File: config.mk
export PLATFORM = sky130hd
export DESIGN_NAME = spike_pattern_decoder
export DESIGN_NICKNAME = d
export VERILOG_FILES = /design/src/rtl/hopfield_pkg.sv /design/src/rtl/spike_edge_counter.sv /design/src/rtl/spike_pattern_decoder.sv
export SDC_FILE = /design/constraint.sdc
export NUM_CORES = 1
export LEC_CHECK = 0
export CORE_AREA = 2 2 129 131
export DETAILED_ROUTE_END_ITERATION = 8
export DIE_AREA = 0 0 131 133
export PLACE_DENSITY_LB_ADDON = 0.3
export SYNTH_ARGS = -nofsm -noshare
export SYNTH_HDL_FRONTEND = slang
export SYNTH_SLANG_ARGS = --single-unit
File: constraint.sdc
create_clock -name clk -period 12 [get_ports clk]
set_input_delay 3 -clock clk [delete_from_list [all_inputs] [get_ports clk]]
set_output_delay 3 -clock clk [all_outputs]
set_load 0.02 [all_outputs]
File: src/rtl/hopfield_pkg.sv
// Shared constants and types for the Hopfield recall path.
package hopfield_pkg;

    localparam int unsigned N_NEURONS = 7;
    localparam int unsigned PATTERN_W = 4;
    localparam int unsigned CNT_WIDTH = 8;
    localparam int unsigned WIN_WIDTH = 16;

    localparam logic [CNT_WIDTH-1:0] CNT_MAX = {CNT_WIDTH{1'b1}};

    typedef enum logic [1:0] {
        StIdle,
        StIntegrate,
        StDecide,
        StHold
    } dec_state_e;

endpackage

File: src/rtl/spike_edge_counter.sv
// One neuron's rising-edge detector feeding a saturating edge counter.
module spike_edge_counter
    import hopfield_pkg::*;
#(
    parameter int unsigned CNT_W = CNT_WIDTH
) (
    input  logic             clk,
    input  logic             reset_n,
    input  logic             spike,
    input  logic             clear,
    input  logic             enable,
    output logic [CNT_W-1:0] count,
    output logic             at_max
);

    logic spike_q;
    logic spike_edge;

    assign spike_edge = spike & ~spike_q;
    assign at_max     = (count == {CNT_W{1'b1}});

    always_ff @(posedge clk or negedge reset_n) begin
        if (!reset_n) begin
            spike_q <= 1'b0;
            count   <= '0;
        end else begin
            // Edge history tracks the input in every state so the first window cycle is exact.
            spike_q <= spike;
            if (clear) begin
                count <= '0;
            end else if (enable && spike_edge && !at_max) begin
                count <= count + 1'b1;
            end
        end
    end

endmodule

File: src/rtl/spike_pattern_decoder.sv
// Counts spike edges per neuron over a window and thresholds them into a recalled pattern.
module spike_pattern_decoder
    import hopfield_pkg::*;
#(
    parameter int unsigned N     = N_NEURONS,
    parameter int unsigned PAT_W = PATTERN_W,
    parameter int unsigned CNT_W = CNT_WIDTH,
    parameter int unsigned WIN_W = WIN_WIDTH
) (
    input  logic             clk,
    input  logic             reset_n,
    input  logic             start,
    input  logic [N-1:0]     spikes,
    input  logic [WIN_W-1:0] window_len,
    input  logic [CNT_W-1:0] threshold,
    output logic             busy,
    output logic [PAT_W-1:0] pattern_out,
    output logic [N-1:0]     active_mask,
    output logic [2:0]       winner,
    output logic             saturated,
    output logic             pattern_valid,
    input  logic             pattern_ready
);

    dec_state_e       state_q, state_d;
    logic [WIN_W-1:0] win_cnt_q, win_cnt_d;
    logic [CNT_W-1:0] thr_q;
    logic [CNT_W-1:0] count [N];
    logic [N-1:0]     at_max;
    logic             clear;
    logic             enable;
    logic             load_result;
    logic [N-1:0]     mask_d;
    logic [2:0]       winner_d;
    logic [CNT_W-1:0] best;

    for (genvar i = 0; i < N; i++) begin : g_cnt
        spike_edge_counter #(
            .CNT_W(CNT_W)
        ) u_cnt (
            .clk    (clk),
            .reset_n(reset_n),
            .spike  (spikes[i]),
            .clear  (clear),
            .enable (enable),
            .count  (count[i]),
            .at_max (at_max[i])
        );
    end

    // Strict greater-than keeps the lowest index on ties.
    always_comb begin
        mask_d   = '0;
        winner_d = 3'd0;
        best     = count[0];
        for (int i = 0; i < N; i++) begin
            mask_d[i] = (count[i] >= thr_q);
        end
        for (int i = 1; i < N; i++) begin
            if (count[i] > best) begin
                best     = count[i];
                winner_d = 3'(i);
            end
        end
    end

    always_comb begin
        state_d     = state_q;
        win_cnt_d   = win_cnt_q;
        clear       = 1'b0;
        enable      = 1'b0;
        load_result = 1'b0;
        unique case (state_q)
            StIdle: begin
                if (start) begin
                    clear     = 1'b1;
                    win_cnt_d = (window_len == '0) ? WIN_W'(1) : window_len;
                    state_d   = StIntegrate;
                end
            end
            StIntegrate: begin
                enable    = 1'b1;
                win_cnt_d = win_cnt_q - 1'b1;
                if (win_cnt_q == WIN_W'(1)) begin
                    state_d = StDecide;
                end
            end
            StDecide: begin
                load_result = 1'b1;
                state_d     = StHold;
            end
            StHold: begin
                if (pattern_valid && pattern_ready) begin
                    state_d = StIdle;
                end
            end
            default: state_d = StIdle;
        endcase
    end

    assign busy = (state_q != StIdle);

    always_ff @(posedge clk or negedge reset_n) begin
        if (!reset_n) begin
            state_q       <= StIdle;
            win_cnt_q     <= '0;
            thr_q         <= '0;
            pattern_out   <= '0;
            active_mask   <= '0;
            winner        <= 3'd0;
            saturated     <= 1'b0;
            pattern_valid <= 1'b0;
        end else begin
            state_q   <= state_d;
            win_cnt_q <= win_cnt_d;
            if (clear) begin
                thr_q <= threshold;
            end
            if (load_result) begin
                pattern_out   <= mask_d[PAT_W-1:0];
                active_mask   <= mask_d;
                winner        <= winner_d;
                // Counters never decrement within a window, so a max count now means it was hit.
                saturated     <= |at_max;
                pattern_valid <= 1'b1;
            end else if (state_q == StHold && pattern_ready) begin
                pattern_valid <= 1'b0;
            end
        end
    end

endmodule

==> impl_summary.md <==
Run status
The run finished with clean final reports.

Place
The final estimated routing congestion in global placement is 0.942. Port buffering added 51 buffers. Detailed placement ended at an HPWL of 14.0 mm.

Final layout
Counting the fill cells in the layout gives 1464. The net count of the finished layout is between 1000 and 1500. Compared with the post-synthesis result, the final layout area differs by 12.6%. The number of diodes added for antenna fixing is 0. The share of cells above drive strength 1 is 0.0561.

Detailed routing
After detailed routing, the average wire length per cell comes to between 15 and 20 µm. Once detail routing completed, the nets flagged for antenna violations numbered 0. The first routing iteration left 442 violations.

Before antenna repair, the detailed router went through 7 iterations. The via total after detailed routing is 6420. The residual DRC count is 0. The routed wire length is between 15 and 20 mm.

The number of vias per cell is 5.60.

STA
The worst clock skew on the final layout is roughly 13 ps. For the finished layout, the period the worst path requires is 10850 ps. The maximum clock frequency is between 0.09 and 0.1 GHz.

The headroom to the max-slew limit is 0.438. Setup repair after global routing left no endpoint under its margin. On the final layout, the worst hold slack is 511 ps. The max-slew violation count is 0. At the pin with the least slew margin, the transition time is ~840 ps. The final-report setup violation count is 0. For the final routed database, the setup TNS stands at 0 ps. The number of hold violations in the final report is 0. The post-route fraction of the period consumed by the critical path is 0.905.

Clock tree
The count of buffers added by post-CTS timing repair for setup is 0. The tree built by TritonCTS fans out to slightly above 100 sinks. After clock tree synthesis, the repair step resized 0 gates. CTS built an H-tree with a depth of 3. The clock tree from TritonCTS is yes. The clock tree buffer depth is 2. After clock tree synthesis, the clock-pin slew on the worst setup and hold paths is 80 ps. The hold buffer count at CTS is 0. In this run the clock root is driven by a clkbuf_16. The number of clock buffers added by TritonCTS is 9. The clock latency of the later-clocked register in the worst-skew pair is 360 ps.

Yosys
In the synthesized netlist, the number of instances is between 800 and 900. The post-synthesis sequential area ratio is 0.319. Of all cell types, the one taking the most synthesized area is dfrtp_1. Counting instances in the post-synthesis netlist gives the leading cell types as ha_1, dfrtp_1, nor2_1. The area fraction in and, or, nand and nor cells after synthesis is 0.189.

The share of synthesized registers carrying an async set or reset is 1.00. The xor and xnor area share after synthesis is 0.0498. The most common cell in the synthesized netlist is ha_1.

The synthesized design contains 0 enable-type register cells. The arithmetic-cell share of the synthesized area counting full adders, half adders and majority gates is 0.183. Yosys attributes the largest share of cell area to dfrtp_1, ha_1, a21oi_1, nor2_1, xnor2_1. The synthesis warning total is 0. The cell area after technology mapping is 7910 µm². Counting distinct cell types in the post-synthesis netlist gives a little over 60. The fraction of post-synthesis cell area in the top cell type by area is 0.319. The synthesized flop and latch total is 101.

The average instance in the mapped netlist occupies 8.96 µm². The mux contribution to synthesized area is 0.0599. The post-synthesis net count is 1033. The commonest register cell after synthesis is dfrtp_1. The complex-gate fraction of the synthesized area is 0.151. The dominant combinational cell family by area after synthesis is simple AND/OR/NAND/NOR gates.

Global route
The total routing resource utilization after global routing is 0.230. For this run the aggregate overflow at the end of global routing stands at 0. The via count of the first global-routing pass was 6267. The global-route wire length before repair is 31.6 mm.

The number of antenna violations at the first check in global routing is 0. The largest net degree at the start of global routing is 72.

Setup path
The worst setup path is captured at a flop. Along the worst path, the maximum fanout reaches 11. The setup slack of the most critical reg-to-reg path is 1150 ps. The critical path runs through a total of 55 cells.

The worst register-to-register path ends at winner[1]. The required arrival time at the worst endpoint is 12240 ps. The critical path's slowest cell is a221o_1.

Counting cells, the worst reg-to-reg path comes to 55. The total buffers and inverters traversed by the critical path is 5. The critical path class is flop to flop. In this run the critical register-to-register path is launched from g_cnt[0].u_cnt.count[1]. The dominant delay contributor by cell family on the critical path is compound AO/OA/AOI/OAI gates. Data on the critical path arrives at its endpoint at 11100 ps.

The peak per-stage delay on the critical path is 510 ps. STA classifies the critical path startpoint as a flop.

Floorplan
For this configuration, the core starts out at a cell density of 0.489. For this design the top-level I/O count stands at 52. In this run the core area contains 47 standard-cell rows. The floorplan die height is between 100 and 150 µm. The area of the die is 17400 µm². After floorplanning, the core was sized to cover 16200 µm².

In this run the horizontal extent of the chip is approximately 130 µm.

Hold path
The worst hold path terminates at pattern_valid. The startpoint identified for the worst hold timing path is pattern_valid. Counting instances, the worst hold path has a depth of 1. The worst hold path belongs to the class flop to flop.

Run
The number of max-cap violations is 0.

Power
The share of total power dissipated in combinational logic is 0.712. Cell internal power was estimated by the tool at 1580 µW. The share of total power dissipated in sequential elements is 0.186.

The analysis attributes to net switching a power of 1340 µW. Of the total power, the share spent switching nets is 0.459. Of the total power, the clock network draws 0.102. The maximum ir drop on the vdd rail is 0.000286 V. Summed over all cells, the static leakage comes to 0.00418 µW. The total power divided by cell area is 327 nW/µm².
==> power by group through the flow <==
stage | registers (µW) | clock network (µW) | logic (µW)
6_report | 544 | 297 | 2080
5_1_grt | 558 | 319 | 2310
4_1_cts | 542 | 307 | 2060
3_5_place_dp | 546 | 0 | 2060
3_3_place_gp | 548 | 0 | 2030
2_1_floorplan | 539 | 0 | 1640
==> per-layer routing <==
metal | part of all wire | track usage | routed length [µm] | vias up
met4 | 0.015 | 0.0485 | 286 | 0
met5 | 0 | 0 | 0 | -
met1 | 0.49 | 0.332 | 9230 | 3080
met2 | 0.46 | 0.362 | 8750 | 101
met3 | 0.032 | 0.0408 | 609 | 18
li1 | - | - | - | 3221
==> cell families (layout without fill, tap and decap cells) <==
logic type | count (synthesis) | after routing
buffers and inverters | 91 | 135
XOR/XNOR | 45 | 45
AO/OA/AOI/OAI | 191 | 191
flip-flops | 101 | 101
AND/OR/NAND/NOR | 295 | 295
adder cells (fa/ha/maj) | 116 | 116
multiplexers | 44 | 44
==> placed cells by master, fill, tap and decap left out, types with 3 or more instances in the layout <==
cell type,netlist,final
nand3_1,26,26
a21oi_1,67,67
or3_1,12,12
o21a_1,7,7
o31ai_1,4,4
nor4_1,7,7
clkbuf_16,0,9
a211oi_1,3,3
o31a_1,3,3
xnor2_1,29,29
o211ai_1,4,4
o22ai_1,7,7
and4b_1,3,3
inv_1,62,62
nor2_1,82,82
buf_4,4,8
nand2_1,61,61
nor3_1,15,15
and3_1,12,12
nand4_1,21,21
o21ai_0,45,45
mux2_2,17,17
and4_1,6,6
nor2b_1,15,15
a21o_1,28,28
nand2b_1,21,21
mux2i_1,24,24
o21bai_1,4,4
ha_1,115,115
xor2_1,16,16
clkdlybuf4s50_1,0,50
dfrtp_1,101,101
==> flip-flops by register name, indices dropped and copies added, names as in the netlist <==
signal and flops:
active_mask 4, g_cnt.u_cnt.count 56, g_cnt.u_cnt.spike_q 7, pattern_out 3, pattern_valid 1, saturated 1, state_q 2, thr_q 8
win_cnt_q 16, winner 3
==> metrics by stage <==
step,worst slack [ps],total power (µW),utilization,instance area (µm²),instances
after detailed placement,1260,2600,0.532,8610,1132
after floorplan,1930,2170,-,7910,883
final,1150,2920,0.551,8910,1147
after global placement,1550,2570,0.532,8610,1132
after CTS,1210,2910,0.551,8910,1147
after global routing,200,3180,0.551,8910,1147
==> worst max path at each step <==
stage | startpoint | endpoint
floorplan | g_cnt[1].u_cnt.count[1] | winner[2]
global placement | g_cnt[0].u_cnt.count[1] | winner[2]
detailed placement | g_cnt[0].u_cnt.count[1] | winner[1]
CTS | g_cnt[0].u_cnt.count[1] | winner[1]
global route | g_cnt[0].u_cnt.count[1] | winner[1]
finish | g_cnt[0].u_cnt.count[1] | winner[1]
==> final cells by class <==
cell class | count | area [µm²] | area share
Multi-Input combinational cell | 691 | 5010 | 0.563
Sequential cell | 101 | 2530 | 0.284
Timing Repair Buffer | 58 | 561 | 0.0629
Tap cell | 220 | 275 | 0.0309
Inverter | 62 | 233 | 0.0261
Clock buffer | 9 | 225 | 0.0253
Clock inverter | 6 | 76.3 | 0.00856
No activity file was read; power rests on OpenSTA's default activity.
